## src/rtl/clock_rst_sequencer.sv

```systemverilog
// Reset sequencer: pulses the PLL reset, waits for lock, then releases CHANNELS resets in order.
// Optional status counters are enabled with `define CLOCK_RST_SEQUENCER_STATUS_EN.
module clock_rst_sequencer #(
    parameter int unsigned CHANNELS       = 4,
    parameter int unsigned STAGE_CYCLES   = 16,
    parameter int unsigned LOCK_TIMEOUT   = 65536,
    parameter int unsigned PLL_RST_CYCLES = 8,
    parameter int unsigned SYNC_STAGES    = 2
) (
    input  logic                i_clk,
    input  logic                i_rst_n,
    input  logic                i_locked,
    output logic                o_pll_rst,
    output logic [CHANNELS-1:0] o_rst,
`ifdef CLOCK_RST_SEQUENCER_STATUS_EN
    output logic [7:0]          o_lock_losses,
    output logic [7:0]          o_timeouts,
`endif
    output logic                o_ready
);

    localparam int unsigned MaxA   = (STAGE_CYCLES > PLL_RST_CYCLES) ? STAGE_CYCLES
                                                                     : PLL_RST_CYCLES;
    localparam int unsigned CntMax = (LOCK_TIMEOUT > MaxA) ? LOCK_TIMEOUT : MaxA;
    localparam int unsigned CntW   = $clog2(CntMax) + 1;

    typedef enum logic [1:0] {StPllRst, StWaitLock, StRelease, StRun} state_e;

    state_e                 state_q, state_d;
    logic [CntW-1:0]        cnt_q, cnt_d;
    logic [CHANNELS-1:0]    rst_q, rst_d;
    logic                   pll_rst_q, pll_rst_d;
    logic                   ready_q, ready_d;
    logic [SYNC_STAGES-1:0] sync_q, sync_d;
    logic                   locked_s;
    logic                   lock_loss;
    logic                   timeout;

    assign sync_d   = {sync_q[SYNC_STAGES-2:0], i_locked};
    assign locked_s = sync_q[SYNC_STAGES-1];

    assign lock_loss = ((state_q == StRelease) || (state_q == StRun)) && !locked_s;
    assign timeout   = (state_q == StWaitLock) && !locked_s &&
                       (cnt_q == CntW'(LOCK_TIMEOUT - 1));

    always_ff @(posedge i_clk or negedge i_rst_n) begin
        if (!i_rst_n) begin
            state_q   <= StPllRst;
            cnt_q     <= '0;
            rst_q     <= '1;
            pll_rst_q <= 1'b1;
            ready_q   <= 1'b0;
            sync_q    <= '0;
        end else begin
            state_q   <= state_d;
            cnt_q     <= cnt_d;
            rst_q     <= rst_d;
            pll_rst_q <= pll_rst_d;
            ready_q   <= ready_d;
            sync_q    <= sync_d;
        end
    end

    always_comb begin
        state_d = state_q;
        cnt_d   = cnt_q;
        rst_d   = rst_q;
        unique case (state_q)
            StPllRst: begin
                rst_d = '1;
                if (cnt_q == CntW'(PLL_RST_CYCLES - 1)) begin
                    cnt_d   = '0;
                    state_d = StWaitLock;
                end else begin
                    cnt_d = cnt_q + 1'b1;
                end
            end
            StWaitLock: begin
                rst_d = '1;
                if (locked_s) begin
                    cnt_d   = '0;
                    state_d = StRelease;
                end else if (timeout) begin
                    cnt_d   = '0;
                    state_d = StPllRst;
                end else begin
                    cnt_d = cnt_q + 1'b1;
                end
            end
            StRelease: begin
                // Lock loss wins over a release due in the same cycle.
                if (lock_loss) begin
                    cnt_d   = '0;
                    rst_d   = '1;
                    state_d = StPllRst;
                end else if (cnt_q == CntW'(STAGE_CYCLES - 1)) begin
                    cnt_d = '0;
                    rst_d = rst_q & (rst_q - CHANNELS'(1));
                    if (rst_d == '0) begin
                        state_d = StRun;
                    end
                end else begin
                    cnt_d = cnt_q + 1'b1;
                end
            end
            StRun: begin
                if (lock_loss) begin
                    cnt_d   = '0;
                    rst_d   = '1;
                    state_d = StPllRst;
                end
            end
            default: begin
                cnt_d   = '0;
                rst_d   = '1;
                state_d = StPllRst;
            end
        endcase
    end

    always_comb begin
        pll_rst_d = (state_d == StPllRst);
        ready_d   = (state_d == StRun);
    end

    assign o_pll_rst = pll_rst_q;
    assign o_rst     = rst_q;
    assign o_ready   = ready_q;

`ifdef CLOCK_RST_SEQUENCER_STATUS_EN
    logic [7:0] losses_q, losses_d;
    logic [7:0] timeouts_q, timeouts_d;

    always_comb begin
        losses_d   = losses_q;
        timeouts_d = timeouts_q;
        if (lock_loss && (losses_q != 8'hFF)) begin
            losses_d = losses_q + 8'd1;
        end
        if (timeout && (timeouts_q != 8'hFF)) begin
            timeouts_d = timeouts_q + 8'd1;
        end
    end

    always_ff @(posedge i_clk or negedge i_rst_n) begin
        if (!i_rst_n) begin
            losses_q   <= '0;
            timeouts_q <= '0;
        end else begin
            losses_q   <= losses_d;
            timeouts_q <= timeouts_d;
        end
    end

    assign o_lock_losses = losses_q;
    assign o_timeouts    = timeouts_q;
`endif

endmodule

```

## config.mk

```make
export PLATFORM = sky130hd
export DESIGN_NAME = clock_rst_sequencer
export DESIGN_NICKNAME = d
export VERILOG_FILES = /design/src/rtl/clock_rst_sequencer.sv
export SDC_FILE = /design/constraint.sdc
export NUM_CORES = 1
export LEC_CHECK = 0
export BUFFER_PORTS_ARGS = -buffer_cell sky130_fd_sc_hd__buf_2
export CAP_MARGIN = 10
export CELL_PAD_IN_SITES_DETAIL_PLACEMENT = 0
export CELL_PAD_IN_SITES_GLOBAL_PLACEMENT = 1
export CORE_MARGIN = 4
export CORE_UTILIZATION = 50
export CTS_CLUSTER_SIZE = 25
export DETAILED_ROUTE_END_ITERATION = 6
export GPL_TIMING_DRIVEN = 1
export PLACE_DENSITY_LB_ADDON = 0.1
export SLEW_MARGIN = 20
export SYNTH_ARGS = -nofsm -noshare
export SYNTH_HDL_FRONTEND = slang
export SYNTH_SLANG_ARGS = --single-unit
```

## constraint.sdc

```tcl
create_clock -name i_clk -period 6.6 [get_ports i_clk]
set_input_delay 0.33 -clock i_clk [delete_from_list [all_inputs] [get_ports i_clk]]
set_output_delay 0.33 -clock i_clk [all_outputs]
set_load 0.02 [all_outputs]
```

==> impl_metrics.py, run 1 <==
metrics = {
    "outcome": {
        "status": "finished clean",
    },
    "power": {
        "power_frac_clock": 0.168,
        "p_sw_frac": 0.385,
        "p_seq_frac": 0.513,
        "combPwrFrac": 0.319,
        "pwr_density_cell_nw_per_um2": 284,
        "switchingPower_uw": 173,
        "p_leak_nw": 0.671,
        "power.internal_uw": 276,
        "vdd_drop_max_mv": 0.148,
    },
    "sta": {
        "fin_crit_ns": 2.82,
        "hold_viol": 0,
        "tightestPinTransition_ns": 0.584,
        "finalSetupViolations": 0,
        "rsz0062_at_grt": "no",
        "max_slew_margin": 0.611,
        "whs_ns": 0.0851,
        "fin_crit_sh": 0.427,
        "max_clock_freq_mhz": 355,
        "fin_setup_tns_ns": 0,
        "slew_viol_final": 0,
        "skew_ns": 0.00680,
    },
    "yosys": {
        "yosys_warnings": 0,
        "synth_cell_type_count": 39,
        "synth_top_flop_cell": "dfrtp_1",
        "ys_ff_latch": 27,
        "syn_area_um2": 1480,
        "ys_seq_area_frac": 0.460,
        "synth_edf_count": 0,
        "synth.net_count": 161,
        "avgSynthCellArea_um2": 9.50,
        "async_reset_ff_frac": 1.00,
        "syn-instance-count": 156,
    },
    "place": {
        "hpwlAfterDp_um": 2210,
        "port_buffers": 8,
        "place_congestion": 0.906,
    },
    "global_routing": {
        "grt_pass1_vias": 1175,
        "grtUsageTotal": 0.172,
        "grt_max_degree": 28,
        "antenna_found_initial": 0,
        "overflow": 0,
        "grt_pass1_wl_um": 5450,
    },
    "clock_tree": {
        "clk_path_buf_depth": 2,
        "htree_levels": 1,
        "cts_tree": "done",
        "cts_resized": 0,
        "cts_buffers": 3,
        "cts_root_buf": "clkbuf_4",
        "path_clk_slew_ns": 0.15,
        "cts_hold_buf": 1,
        "clock_latency_ns": 0.33,
        "post_cts_buffers": 0,
        "cts.sink_count": 27,
    },
    "critical_path": {
        "crit_type": "reg -> reg",
        "arrival_ns": 3.05,
        "worstSetupStartpointType": "flip-flop",
        "cp.required_ns": 6.83,
        "end_kind": "flip-flop",
        "r2r_cells": 8,
        "crit_fanout": 18,
    },
    "cells_and_area": {
        "drive_above_1_share": 0.159,
        "nNetsFinal": 170,
        "antenna_cells": 0,
        "area_growth_pct": 6.50,
    },
    "drt": {
        "vias": 1233,
        "wl_um": 3130,
        "drtPass1Iterations": 4,
        "routedWlPerCell_um": 16.0,
        "drt_iter0_drc": 94,
        "drc": 0,
        "via_per_inst": 6.32,
        "ant_nets": 0,
    },
    "job": {
        "maxCapViolations": 0,
    },
    "die": {
        "die_h_um": 62.4,
        "die-area_um2": 3900,
        "num_io_pins": 9,
        "die_w_um": 62.4,
        "core_area_um2": 2810,
        "num_rows": 19,
        "start_util": 0.528,
    },
    "min_path": {
        "hold_depth": 1,
        "hold_class": "in -> reg",
    },
}
-- layout by cell type (no fill, tap or decap), types with 4 or more instances in the layout --
cell type and instances:
nor2_1 10, nand2_1 21, nand4_1 7, or3_1 5, nand3_1 6, and3_1 4, o21ai_0 11, a22o_1 5
inv_1 4, buf_2 8, dfrtp_1 22, dfstp_2 5, nor3_1 6, nor4_2 4
-- final timing paths --
kind | end | start | slack (ns)
worst max register to register | cnt_q[12] | cnt_q[7] | 3.78
max in group asynchronous | cnt_q[2] | i_rst_n | 5.71
worst min register to register | sync_q[1] | sync_q[0] | 0.39
min in group asynchronous | cnt_q[9] | i_rst_n | 0.51
worst max-delay path | cnt_q[12] | cnt_q[7] | 3.78
worst min-delay path | sync_q[0] | i_locked | 0.09
-- worst max-delay path, stage by stage (launching register included) --
cell     delay (ns)
dfrtp_1        0.46
and3_1         0.32
nand2_1        0.16
nor4_1         0.32
ha_1           0.25
o21ai_0        0.15
a32oi_4        0.50
nor2_2         0.19
a221o_1        0.37
-- flip-flops by register name, indices dropped and copies added (netlist names) --
register and count:
o_pll_rst 1, cnt_q 17, state_q 2, o_rst 4, o_ready 1, sync_q 2
-- cells in the mapped netlist, types with 2 or more instances --
cell type  number  area, um2
dfrtp_1        22        551
nand2_1        21       78.8
o21ai_0        11       55.1
nor2_1         10       37.5
nand4_1         7       43.8
nand3_1         6       30.0
nor3_1          6       30.0
a22o_1          5       43.8
clkbuf_1        5       18.8
dfstp_2         5        131
or3_1           5       31.3
and3_1          4       25.0
inv_1           4       15.0
nor4_2          4       50.1
a21o_1          3       22.5
a221o_1         3       30.0
and2_1          3       18.8
nor4_1          3       18.8
o31ai_1         3       22.5
a21oi_1         2       10.0
ha_1            2       25.0
nand3b_1        2       15.0
o21a_1          2       15.0
o22ai_1         2       12.5
or2_2           2       12.5
-- cells by family after synthesis --
| family | Yosys count | synth area share |
|---|---|---|
| simple gates | 80 | 0.302 |
| compound gates | 34 | 0.171 |
| flops | 27 | 0.460 |
| buf+inv | 10 | 0.0304 |
| fa+ha+maj | 3 | 0.0236 |
| xor+xnor | 2 | 0.0118 |
-- power groups by stage --
stage,clock network (mW),logic (mW),registers (mW)
2_1_floorplan,0,0.123,0.218
3_3_place_gp,0,0.141,0.232
3_5_place_dp,0,0.142,0.232
4_1_cts,0.0811,0.144,0.229
5_1_grt,0.0914,0.160,0.237
6_report,0.0754,0.143,0.230
-- routing by layer --
| layer | wire length, um | up-vias | global-route usage |
|---|---|---|---|
| li1 | - | 595 | - |
| met1 | 1450 | 609 | 0.223 |
| met2 | 1520 | 27 | 0.288 |
| met5 | 0 | - | 0 |
| met3 | 138 | 2 | 0.0432 |
| met4 | 23 | 0 | 0.0386 |
-- stage by stage --
stage	setup slack (ns)	instances	area, um2	util	total power, mW
floorplan	4.26	156	1480	-	0.341
global placement	4.00	190	1540	0.548	0.373
detailed placement	3.86	190	1540	0.548	0.374
CTS	3.83	195	1580	0.562	0.454
global route	3.51	195	1580	0.562	0.488
finish	3.78	195	1580	0.562	0.449
-- area by class of cell --
class | instances | area [um2]
Clock buffer | 3 | 22.5
Clock inverter | 1 | 7.51
Fill cell | 258 | 1230
Inverter | 4 | 15.0
Multi-Input combinational cell | 119 | 754
Sequential cell | 27 | 682
Tap cell | 31 | 38.8
Timing Repair Buffer | 10 | 57.6
(Power assumes the default switching activity.)
==> run 2, diff against run 1 <==
--- a/config.mk
+++ b/config.mk
@@ -10,7 +10,7 @@
 export CELL_PAD_IN_SITES_DETAIL_PLACEMENT = 0
 export CELL_PAD_IN_SITES_GLOBAL_PLACEMENT = 1
 export CORE_MARGIN = 4
-export CORE_UTILIZATION = 50
+export CORE_UTILIZATION = 46
 export CTS_CLUSTER_SIZE = 25
 export DETAILED_ROUTE_END_ITERATION = 6
 export GPL_TIMING_DRIVEN = 1
==> constraint.sdc (replaced) <==
create_clock -name i_clk -period 2.72 [get_ports i_clk]
set_input_delay 0.136 -clock i_clk [delete_from_list [all_inputs] [get_ports i_clk]]
set_output_delay 0.136 -clock i_clk [all_outputs]
set_load 0.02 [all_outputs]
==> run 2 against run 1 <==
Power rose to 2.5 times the previous value. Setup slack got worse by 3.7 ns. Register-to-register slack worse by 3.7 ns. Critical path type unchanged.
==> impl_metrics.py, run 2 (synthesis gave the netlist of run 1 again) <==
metrics = {
    "outcome": {
        "status": "finished clean",
    },
    "die": {
        "core_area_um2": 3080,
        "die_h_um": 64.8,
        "start_util": 0.481,
        "die_w_um": 64.8,
        "num_io_pins": 9,
        "num_rows": 20,
        "die-area_um2": 4190,
    },
    "cells_and_area": {
        "regArea_um2": 682,
        "area_growth_pct": 12.3,
        "nNetsFinal": 178,
        "layout_common_cells": "dfrtp_1 (22), nand2_1 (21), o21ai_0 (11)",
        "multi_input_area_um2": 773,
        "antenna_cells": 0,
        "fillers": 294,
        "design_area_um2": 1660,
        "drive_above_1_share": 0.192,
        "largest_reg_flops": 17,
        "top_register": "cnt_q",
        "final_common_cell": "dfrtp_1",
    },
    "place": {
        "place_congestion": 0.807,
        "dpl-instance-area_um2": 1580,
        "hpwlAfterDp_um": 2280,
        "dp_slack_ns": 0.199,
        "port_buffers": 8,
    },
    "clock_tree": {
        "path_clk_slew_ns": 0.14,
        "htree_levels": 1,
        "clock_latency_ns": 0.32,
        "clk_path_buf_depth": 2,
        "cts_root_buf": "clkbuf_4",
        "cts_tree": "done",
        "cts.sink_count": 27,
        "cts_buffers": 3,
    },
    "critical_path": {
        "cp.required_ns": 2.99,
        "ff2ff_setup_slack_ns": 0.12,
        "crit_type": "reg -> reg",
        "crit_start": "cnt_q[5]",
        "path_cells": "and3_1 -> nand2_1 -> nor4_1 -> ha_1 -> o21ai_0 -> a32oi_4 -> buf_4 -> or4_1 -> nand3_1",
        "arrival_ns": 2.87,
        "cp-endpoint": "cnt_q[6]",
        "rr_startpoint": "cnt_q[5]",
        "cp_top_family": "simple AND/OR/NAND/NOR gates",
        "crit_slowest_cell": "or4_1",
        "crit_fanout": 7,
        "end_kind": "flip-flop",
        "r2r_cells": 9,
        "r2r-end": "cnt_q[6]",
        "path_depth": 9,
        "max_stage_delay_ns": 0.50,
        "cp.buffers_inverters": 1,
        "worstSetupStartpointType": "flip-flop",
    },
    "global_routing": {
        "grt_pass1_vias": 1195,
        "antenna_found_initial": 0,
        "overflow": 0,
        "grtUsageTotal": 0.172,
        "grt_pass1_wl_um": 5660,
        "grt_max_degree": 28,
    },
    "power": {
        "p_leak_nw": 0.709,
        "p_seq_frac": 0.495,
        "switchingPower_uw": 430,
        "power_frac_clock": 0.151,
        "vdd_drop_max_mv": 0.551,
        "power.internal_uw": 706,
        "p_sw_frac": 0.378,
        "pwr_density_cell_nw_per_um2": 682,
        "combPwrFrac": 0.354,
        "p_total_mw": 1.14,
    },
    "drt": {
        "drtPass1Iterations": 4,
        "wl_um": 3380,
        "drt_iter0_drc": 105,
        "vias": 1282,
        "routedWlPerCell_um": 15.6,
        "ant_nets": 0,
        "via_per_inst": 5.94,
        "drc": 0,
    },
    "sta": {
        "fin_crit_ns": 2.60,
        "hold_viol": 0,
        "finalSetupViolations": 0,
        "tightestPinTransition_ns": 0.602,
        "fin_setup_tns_ns": 0,
        "fin_crit_sh": 0.955,
        "rsz0062_at_grt": "no",
        "skew_ns": 0.00865,
        "slew_viol_final": 0,
        "max_slew_margin": 0.598,
        "max_clock_freq_mhz": 385,
        "setup_slack_ns": 0.124,
    },
    "job": {
        "maxCapViolations": 0,
    },
    "min_path": {
        "hold_class": "in -> async",
    },
}
[run 2: final cells by class]
type                       count  area share
tap                           44      0.0331
multi-input combinational    120       0.465
clock buffer                   4      0.0158
inverter                       4     0.00902
timing repair buffer          17      0.0677
sequential                    27       0.410
[run 2: worst min path at each step]
stage	start	endpoint	depth (start not counted)
floorplan	i_rst_n	cnt_q[0]	0
global placement	i_rst_n	o_ready	1
detailed placement	i_rst_n	o_ready	1
CTS	i_rst_n	cnt_q[16]	2
global route	i_rst_n	cnt_q[16]	2
finish	i_rst_n	cnt_q[16]	2
[run 2: metal layers]
layer	routed length [um]	share of wire	global-route usage	up-vias
met5	0	0	0	-
met4	21	0.0062	0.0237	0
met3	125	0.037	0.0416	2
met2	1640	0.49	0.287	27
met1	1590	0.47	0.230	635
li1	-	-	-	618
[run 2: power by group through the flow]
stage               clock [mW]  combinational, mW  sequential [mW]
floorplan                    0              0.299            0.529
global placement             0              0.355            0.561
detailed placement           0              0.356            0.565
CTS                      0.184              0.362            0.560
global route             0.201              0.454            0.579
finish                   0.172              0.402            0.562
[run 2: what timing repair did]
item | 4_1_cts | 5_1_grt
hold buffers | 2 | 0
setup buffers | 0 | 3
gates resized for setup | 0 | 1
endpoints found under the hold margin | 23 | 0
endpoints found under the setup margin | 0 | 4
[run 2: stage by stage]
step / hold slack, ns / instances / utilization
after floorplan: -0.160 / 156 / -
after global routing: 0.367 / 216 / 0.541
after detailed placement: 0.180 / 206 / 0.512
after CTS: 0.339 / 212 / 0.527
final: 0.338 / 216 / 0.541
after global placement: 0.174 / 206 / 0.512
